--- src/rtl/seq_match_recorder.sv ---
// seq_match_recorder: captures every sampled detector match as a
// {timestamp, gap} event in a small FIFO. A reader drains the FIFO with a
// valid/ready handshake. Saturating totals of matches and drops are kept.
module seq_match_recorder #(
  parameter int TS_W  = 16,
  parameter int DEPTH = 4,
  parameter int CNT_W = 8
) (
  input  logic             clk,
  input  logic             rst,
  input  logic             match,
  input  logic             clear,
  input  logic             ev_ready,
  output logic             ev_valid,
  output logic [TS_W-1:0]  ev_ts,
  output logic [TS_W-1:0]  ev_gap,
  output logic [CNT_W-1:0] match_count,
  output logic [CNT_W-1:0] drop_count,
  output logic             full,
  output logic             empty
);

  localparam int AW = (DEPTH > 1) ? $clog2(DEPTH) : 1;

  logic [TS_W-1:0]  ts_reg;
  logic [TS_W-1:0]  gap_reg;
  logic [AW:0]      wptr_reg;
  logic [AW:0]      rptr_reg;
  logic [CNT_W-1:0] match_cnt_reg;
  logic [CNT_W-1:0] drop_cnt_reg;

  logic             push_req;
  logic             pop;
  logic             push_ok;
  logic             drop;
  logic [TS_W-1:0]  gap_next;
  logic [TS_W-1:0]  slot_ts  [DEPTH];
  logic [TS_W-1:0]  slot_gap [DEPTH];

  // Occupancy flags come straight from the registered pointers; the extra
  // MSB distinguishes a wrapped (full) writer from an equal (empty) one.
  assign empty    = (wptr_reg == rptr_reg);
  assign full     = (wptr_reg[AW] != rptr_reg[AW]) &&
                    (wptr_reg[AW-1:0] == rptr_reg[AW-1:0]);
  assign ev_valid = ~empty;

  // A clear swallows any coincident match or pop. A pop on the same edge
  // frees a slot, so a full FIFO can still accept the push.
  assign push_req = match & ~clear;
  assign pop      = ev_valid & ev_ready & ~clear;
  assign push_ok  = push_req & (~full | pop);
  assign drop     = push_req & full & ~pop;

  // Gap counter: 1 right after a match, otherwise counts up and sticks at
  // all-ones, which also encodes "no previous match".
  always_comb begin
    gap_next = gap_reg;
    if (match)
      gap_next = TS_W'(1);
    else if (gap_reg != {TS_W{1'b1}})
      gap_next = gap_reg + TS_W'(1);
  end

  // Event storage: one register pair per slot, written at the write pointer.
  genvar gi;
  generate
    for (gi = 0; gi < DEPTH; gi++) begin : g_slot
      logic [TS_W-1:0] ts_slot_reg;
      logic [TS_W-1:0] gap_slot_reg;
      logic            wr_en;

      assign wr_en = push_ok && (wptr_reg[AW-1:0] == AW'(gi));

      // Slot contents: zeroed by reset so the idle head reads 0, else loaded on push.
      always_ff @(posedge clk or posedge rst) begin
        if (rst) begin
          ts_slot_reg  <= '0;
          gap_slot_reg <= '0;
        end else if (wr_en) begin
          ts_slot_reg  <= ts_reg;
          gap_slot_reg <= gap_reg;
        end
      end

      assign slot_ts[gi]  = ts_slot_reg;
      assign slot_gap[gi] = gap_slot_reg;
    end
  endgenerate

  // Head event is read straight from storage through the registered read pointer.
  assign ev_ts  = slot_ts[rptr_reg[AW-1:0]];
  assign ev_gap = slot_gap[rptr_reg[AW-1:0]];

  // Timestamp and gap trackers.
  always_ff @(posedge clk or posedge rst) begin
    if (rst) begin
      ts_reg  <= '0;
      gap_reg <= '1;
    end else if (clear) begin
      ts_reg  <= '0;
      gap_reg <= '1;
    end else begin
      ts_reg  <= ts_reg + TS_W'(1);
      gap_reg <= gap_next;
    end
  end

  // FIFO pointers.
  always_ff @(posedge clk or posedge rst) begin
    if (rst) begin
      wptr_reg <= '0;
      rptr_reg <= '0;
    end else if (clear) begin
      wptr_reg <= '0;
      rptr_reg <= '0;
    end else begin
      if (push_ok)
        wptr_reg <= wptr_reg + (AW+1)'(1);
      if (pop)
        rptr_reg <= rptr_reg + (AW+1)'(1);
    end
  end

  // Saturating match and drop totals.
  always_ff @(posedge clk or posedge rst) begin
    if (rst) begin
      match_cnt_reg <= '0;
      drop_cnt_reg  <= '0;
    end else if (clear) begin
      match_cnt_reg <= '0;
      drop_cnt_reg  <= '0;
    end else begin
      if (push_req && (match_cnt_reg != {CNT_W{1'b1}}))
        match_cnt_reg <= match_cnt_reg + CNT_W'(1);
      if (drop && (drop_cnt_reg != {CNT_W{1'b1}}))
        drop_cnt_reg <= drop_cnt_reg + CNT_W'(1);
    end
  end

  assign match_count = match_cnt_reg;
  assign drop_count  = drop_cnt_reg;

endmodule

--- config.mk ---
export PLATFORM = sky130hd
export DESIGN_NAME = seq_match_recorder
export DESIGN_NICKNAME = d
export VERILOG_FILES = /design/src/rtl/seq_match_recorder.sv
export SDC_FILE = /design/constraint.sdc
export NUM_CORES = 1
export LEC_CHECK = 0
export BUFFER_PORTS_ARGS = -buffer_cell sky130_fd_sc_hd__buf_2
export CORE_AREA = 2 2 171 131
export DETAILED_ROUTE_END_ITERATION = 8
export DIE_AREA = 0 0 173 133
export HOLD_SLACK_MARGIN = 0.15
export SLEW_MARGIN = 20
export SYNTH_ARGS = -nofsm -noshare
export SYNTH_HDL_FRONTEND = slang
export SYNTH_SLANG_ARGS = --single-unit
--- constraint.sdc ---
create_clock -name clk -period 13.5 [get_ports clk]
set_input_delay 1.35 -clock clk [delete_from_list [all_inputs] [get_ports clk]]
set_output_delay 1.35 -clock clk [all_outputs]
set_load 0.02 [all_outputs]
==> results.tsv, run 1 <==
metric	value	unit
final hold vios	0	
Logic pwr share	18.5	%
vias in the first global route	5442	
crit path from	rptr_reg[0]$_DFFE_PP0P_	
Hold Startpoint	g_slot[2].gap_slot_reg[5]$_DFFE_PP0P_	
crit share post-route	29.3	%
Final Critical Period	3950	ps
RSZ-0062 raised after global routing	false	
outcome	completed	
# Post-CTS Setup Buffers	0	
Worst Path Arrival	2600	ps
syn avg cell area	13.5	um2
worst vdd ir	0.0771	mV
EDFF count, synth	0	
Total Nets Final	677	
RR Startpoint	rptr_reg[0]$_DFFE_PP0P_	
largest net degree at the start of global routing	107	
Root Buffer	clkbuf_16	
FFs w/ async S/R, synth	100	%
PostCTS Resize Cnt	0	
layout cell share with drive strength beyond 1	41.3	%
Min Hold Slack	503	ps
initial core utilization	39.2	%
final-report setup violation count	0	
Die Width	173	um
All-Layer GR Usage	16.2	%
power density cells	155	nW/um2
Sink Count	182	
Synth area leader	dfrtp_1	
H-tree depth	4	
top-count cell post-synth	dfrtp_1	
core area	21500	um2
Synth area leaders	dfrtp_1 49%, mux2_2 17%, mux4_2 8.5%, dfstp_2 5.0%, nand3_1 2.1%	
Yosys Warn Count	0	
DR vias/cell	5.30	
CP endpoint kind	output pin	
P_int	1080	uW
top cell type's share of synthesized area	49.2	%
Main synth FF type	dfrtp_1	
Crit Path Category	flop to output pin	
static leakage	0.00426	uW
row cnt	47	
DRT iter0 DRCs	307	
Antenna Nets Post-Route	0	
IO Port Bufs	55	
first-pass GRT wire length	29100	um
die area	23000	um2
max cap viols	0	
Slew Limit Headroom	27.6	%
CP max FO	18	
io pins	56	
Sw Share	27.5	%
Post-DP HPWL	11100	um
CTS tree	built	
Reg power frac	46.2	%
skew final	8.44	ps
Inserted Clock Buffers	17	
initial antenna violation count	0	
vias	5141	
GP Congestion	0.807	
drt wl/cell	18.2	um
Critical Path RT	12150	ps
Hold Path Class	flop to flop	
post-synthesis sequential area ratio	54.2	%
CTS Buffer Depth	2	
DRC errors left	0	
Sw Pwr	408	uW
syn nets	641	
n_diodes	0	
Slew Viols, Final	0	
number of synthesized register bits	182	
grt ovf	0	
Area Overhead vs Synth	13.3	%
final WL	17700	um
Slew @ Worst Pin	1080	ps
Syn Inst Count	627	
Yosys cell types	44	
Clk pin slew, worst setup/hold paths	70	ps
clock share of power	35.4	%
Setup TNS	0	ps
Fmax	253	MHz
top cells by count, synth	166 x dfrtp_1, 129 x mux2_2, 36 x nand3_1, 32 x mux4_2, 26 x nor2_1	
Post-CTS Hold Buffers	0	
Synth Cell Area	8450	um2
Die Ht	133	um
Clock Latency Late Sink	430	ps
Initial DRT Pass Iterations	4	
Worst setup SP type	flop	
==> logic make-up after synthesis <==
kind of cell,count (synthesis),share of synthesized area (%)
compound gates,53,3.73
xor+xnor,30,3.42
fa+ha+maj,9,1.33
buf+inv,58,3.10
flops,182,54.2
mux,166,26.3
simple gates,129,7.93
==> area by class of cell <==
cell class                      instances  area, um2
Sequential cell                       182       4580
Clock inverter                         12        164
Timing Repair Buffer                   61        320
Clock buffer                           20        467
Inverter                               14       57.6
Multi-Input combinational cell        387       3620
Tap cell                              294        368
Fill cell                            1967      12000
==> through the flow <==
| step | worst slack (ps) | area [um2] | util [%] | instances | total power [uW] |
|---|---|---|---|---|---|
| after floorplan | 7230 | 8450 | - | 627 | 894 |
| final | 9550 | 9570 | 44.5 | 970 | 1490 |
| after detailed placement | 9570 | 8940 | 41.5 | 938 | 976 |
| after global placement | 9650 | 8940 | 41.5 | 938 | 962 |
| after global routing | 9310 | 9570 | 44.5 | 970 | 1560 |
| after CTS | 9440 | 9570 | 44.4 | 970 | 1500 |
==> power groups by stage <==
stage	Clock, uW	Combinational (uW)	Sequential [uW]
2_1_floorplan	0	229	665
3_3_place_gp	0	273	688
3_5_place_dp	0	279	697
4_1_cts	536	280	687
5_1_grt	561	298	698
6_report	526	274	686
==> layer usage <==
metal / up-vias / routed length [um] / track usage [%]
li1: 2356 / - / -
met1: 2678 / 8660 / 23.3
met2: 99 / 8190 / 24.5
met3: 8 / 709 / 3.42
met4: 0 / 141 / 5.27
met5: - / 0 / 0
==> path summary, 6_finish.rpt <==
path | to | slack, ps | cells past startpoint
max | empty | 9550 | 5
min | g_slot[2].gap_slot_reg[5]$_DFFE_PP0P_ | 500 | 1
max reg2reg | g_slot[3].gap_slot_reg[5]$_DFFE_PP0P_ | 9950 | 5
min reg2reg | g_slot[2].gap_slot_reg[5]$_DFFE_PP0P_ | 500 | 1
max in group asynchronous | g_slot[0].ts_slot_reg[10]$_DFFE_PP0P_ | 10890 | 3
min in group asynchronous | g_slot[0].gap_slot_reg[13]$_DFFE_PP0P_ | 1110 | 2
==> cell usage in the layout, fill, tap and decap left out, types with 13 or more instances in the layout <==
cell type	instances
buf_2	55
clkbuf_16	17
dfrtp_1	165
dfstp_2	16
mux2_2	129
mux4_2	32
nand2_1	16
nand3_1	35
nand4_1	13
nor2_1	26
o21ai_0	22
xnor2_1	15
xor2_1	13
==> worst max-delay path: stages, from the launching register on <==
cell and delay [ps]:
dfrtp_2 800, buf_4 510, xor2_2 210, or3_1 430
inv_1 70, buf_2 150
Power figures use the tool's default switching activity.
==> inputs of run 2 (changes only) <==
==> constraint.sdc (replaced) <==
create_clock -name clk -period 3.2 [get_ports clk]
set_input_delay 0.32 -clock clk [delete_from_list [all_inputs] [get_ports clk]]
set_output_delay 0.32 -clock clk [all_outputs]
set_load 0.02 [all_outputs]
==> run 2 against run 1 <==
Combinational power grew to 4.4 times the previous value. Count of clock-buffer cells in the layout decreased by 2. Cell area barely moved. First-iteration DRC count is 7.8% lower. Cell count rose by 0.72%. Via count up 2.4%. Total power rose to 4.1 times the previous value. Utilization about the same. Critical path type unchanged.
==> results.tsv, run 2 (synthesized netlist as in run 1, its figures left out) <==
metric	value	unit
final core occ	44.5	%
Root Buffer	clkbuf_16	
IO Port Bufs	55	
outcome	completed	
Critical Path RT	2880	ps
Die Width	173	um
Antenna Nets Post-Route	0	
Setup TNS	0	ps
DRC errors left	0	
n_diodes	0	
Logic pwr share	20.1	%
RR Startpoint	wptr_reg[1]$_DFFE_PP0P_	
R2R Setup Slk	700	ps
static leakage	0.00427	uW
Hold Path Class	primary input to flop	
layout cell share with drive strength beyond 1	41.4	%
grt ovf	0	
CP max FO	34	
initial core utilization	39.2	%
PostCTS Resize Cnt	0	
Post-DP HPWL	11200	um
CP endpoint kind	output pin	
vias	5265	
Worst Path Arrival	2260	ps
Crit Reg-Reg Endpoint	g_slot[1].ts_slot_reg[12]$_DFFE_PP0P_	
All-Layer GR Usage	16.3	%
die area	23000	um2
Slew @ Worst Pin	821	ps
CTS tree	built	
Initial DRT Pass Iterations	4	
P_int	4270	uW
# Post-CTS Setup Buffers	0	
Inserted Clock Buffers	17	
RSZ-0062 raised after global routing	false	
Crit Path Category	flop to output pin	
max cap viols	0	
most frequent cells in the layout	165 x dfrtp_1, 129 x mux2_2, 55 x buf_2	
Clk pin slew, worst setup/hold paths	70	ps
Hold Startpoint	ev_ready	
Die Ht	133	um
Hold Path Stages	4	
Sw Pwr	1750	uW
vias in the first global route	5718	
Reg power frac	47.4	%
initial antenna violation count	0	
final hold vios	0	
H-tree depth	4	
final-report setup violation count	0	
core area	21500	um2
CTS Buffer Depth	2	
Worst setup SP type	flop	
crit share post-route	80.7	%
Final Critical Period	2580	ps
first-pass GRT wire length	29900	um
skew final	9.65	ps
Area Overhead vs Synth	13.3	%
Slew Limit Headroom	45.1	%
most common cell after layout, fill and taps aside	dfrtp_1	
worst vdd ir	0.397	mV
DRT iter0 DRCs	283	
Sink Count	182	
Clock Latency Late Sink	430	ps
Total Nets Final	684	
final WL	17600	um
largest net degree at the start of global routing	83	
Hold Crit Endpoint	drop_count[1]$_DFFE_PP0P_	
power density cells	629	nW/um2
clock share of power	32.6	%
io pins	56	
drt wl/cell	18.0	um
Fill cells	1997	
GP Congestion	0.828	
row cnt	47	
Fmax	387	MHz
Sw Share	29.1	%
DR vias/cell	5.39	
Slew Viols, Final	0	
cells on worst reg2reg path	5	
run 2: cell types whose count changed in the layout (fill, tap and decap cells not counted), moves of 3 or more:
cell,previous run,this run
buf_4,6,9
bufinv_16,3,0
buf_12,0,3
inv_8,0,3
clkinv_2,1,4
clkbuf_8,3,0
clkinv_4,3,0
run 2: cell type report:
type | instances | area [um2] | share of cell area, %
clock buffer | 18 | 429 | 4.48
clock inverter | 14 | 114 | 1.19
inverter | 14 | 56.3 | 0.588
multi-input combinational | 387 | 3610 | 37.8
sequential | 182 | 4580 | 47.8
tap | 294 | 368 | 3.84
timing repair buffer | 68 | 413 | 4.31
run 2: worst max-delay path by stage:
stage                                  from  depth (start not counted)  slack [ps]                         to
finish              rptr_reg[0]$_DFFE_PP0P_                          3         620                  ev_gap[0]
global route        rptr_reg[0]$_DFFE_PP0P_                          3         460                  ev_ts[15]
CTS                 rptr_reg[0]$_DFFE_PP0P_                          3         540                  ev_ts[15]
detailed placement                    match                          5         570  drop_count[5]$_DFFE_PP0P_
global placement                      match                          5         750  drop_count[5]$_DFFE_PP0P_
floorplan                               rst                          1         560  drop_count[0]$_DFFE_PP0P_
run 2: critical path, cell delays in order (launching register included):
cell	delay (ps)
dfrtp_2	390
buf_4	610
mux4_2	640
buf_2	190
run 2: metrics by stage:
step	instance area [um2]	total power, uW	hold WS [ps]	worst slack, ps	cells
after global routing	9570	6320	314	457	977
after global placement	9020	4060	481	746	944
after floorplan	8450	3770	474	557	627
final	9570	6020	301	616	977
after detailed placement	9020	4130	487	569	944
after CTS	9570	6110	277	543	977
run 2: per-layer routing:
metal  wire length, um  track usage [%]  vias to the layer above  part of all wire, %
li1                  -                -                     2378                    -
met1              8370             22.4                     2770                   48
met2              8470             26.4                      101                   48
met3               584             3.36                       16                  3.3
met4               185             4.28                        0                  1.1
met5                 0                0                        -                    0
run 2: power by group through the flow:
stage          logic [uW]  registers [uW]  clock network, uW
2_1_floorplan         965            2810                  0
3_3_place_gp         1200            2860                  0
3_5_place_dp         1230            2900                  0
4_1_cts              1240            2850               2020
5_1_grt              1310            2900               2110
6_report             1210            2850               1960
run 2: repair_timing:
item | CTS | global route
hold endpoints to repair | 32 | 0
hold buffers | 1 | 0
setup endpoints to repair | 0 | 0
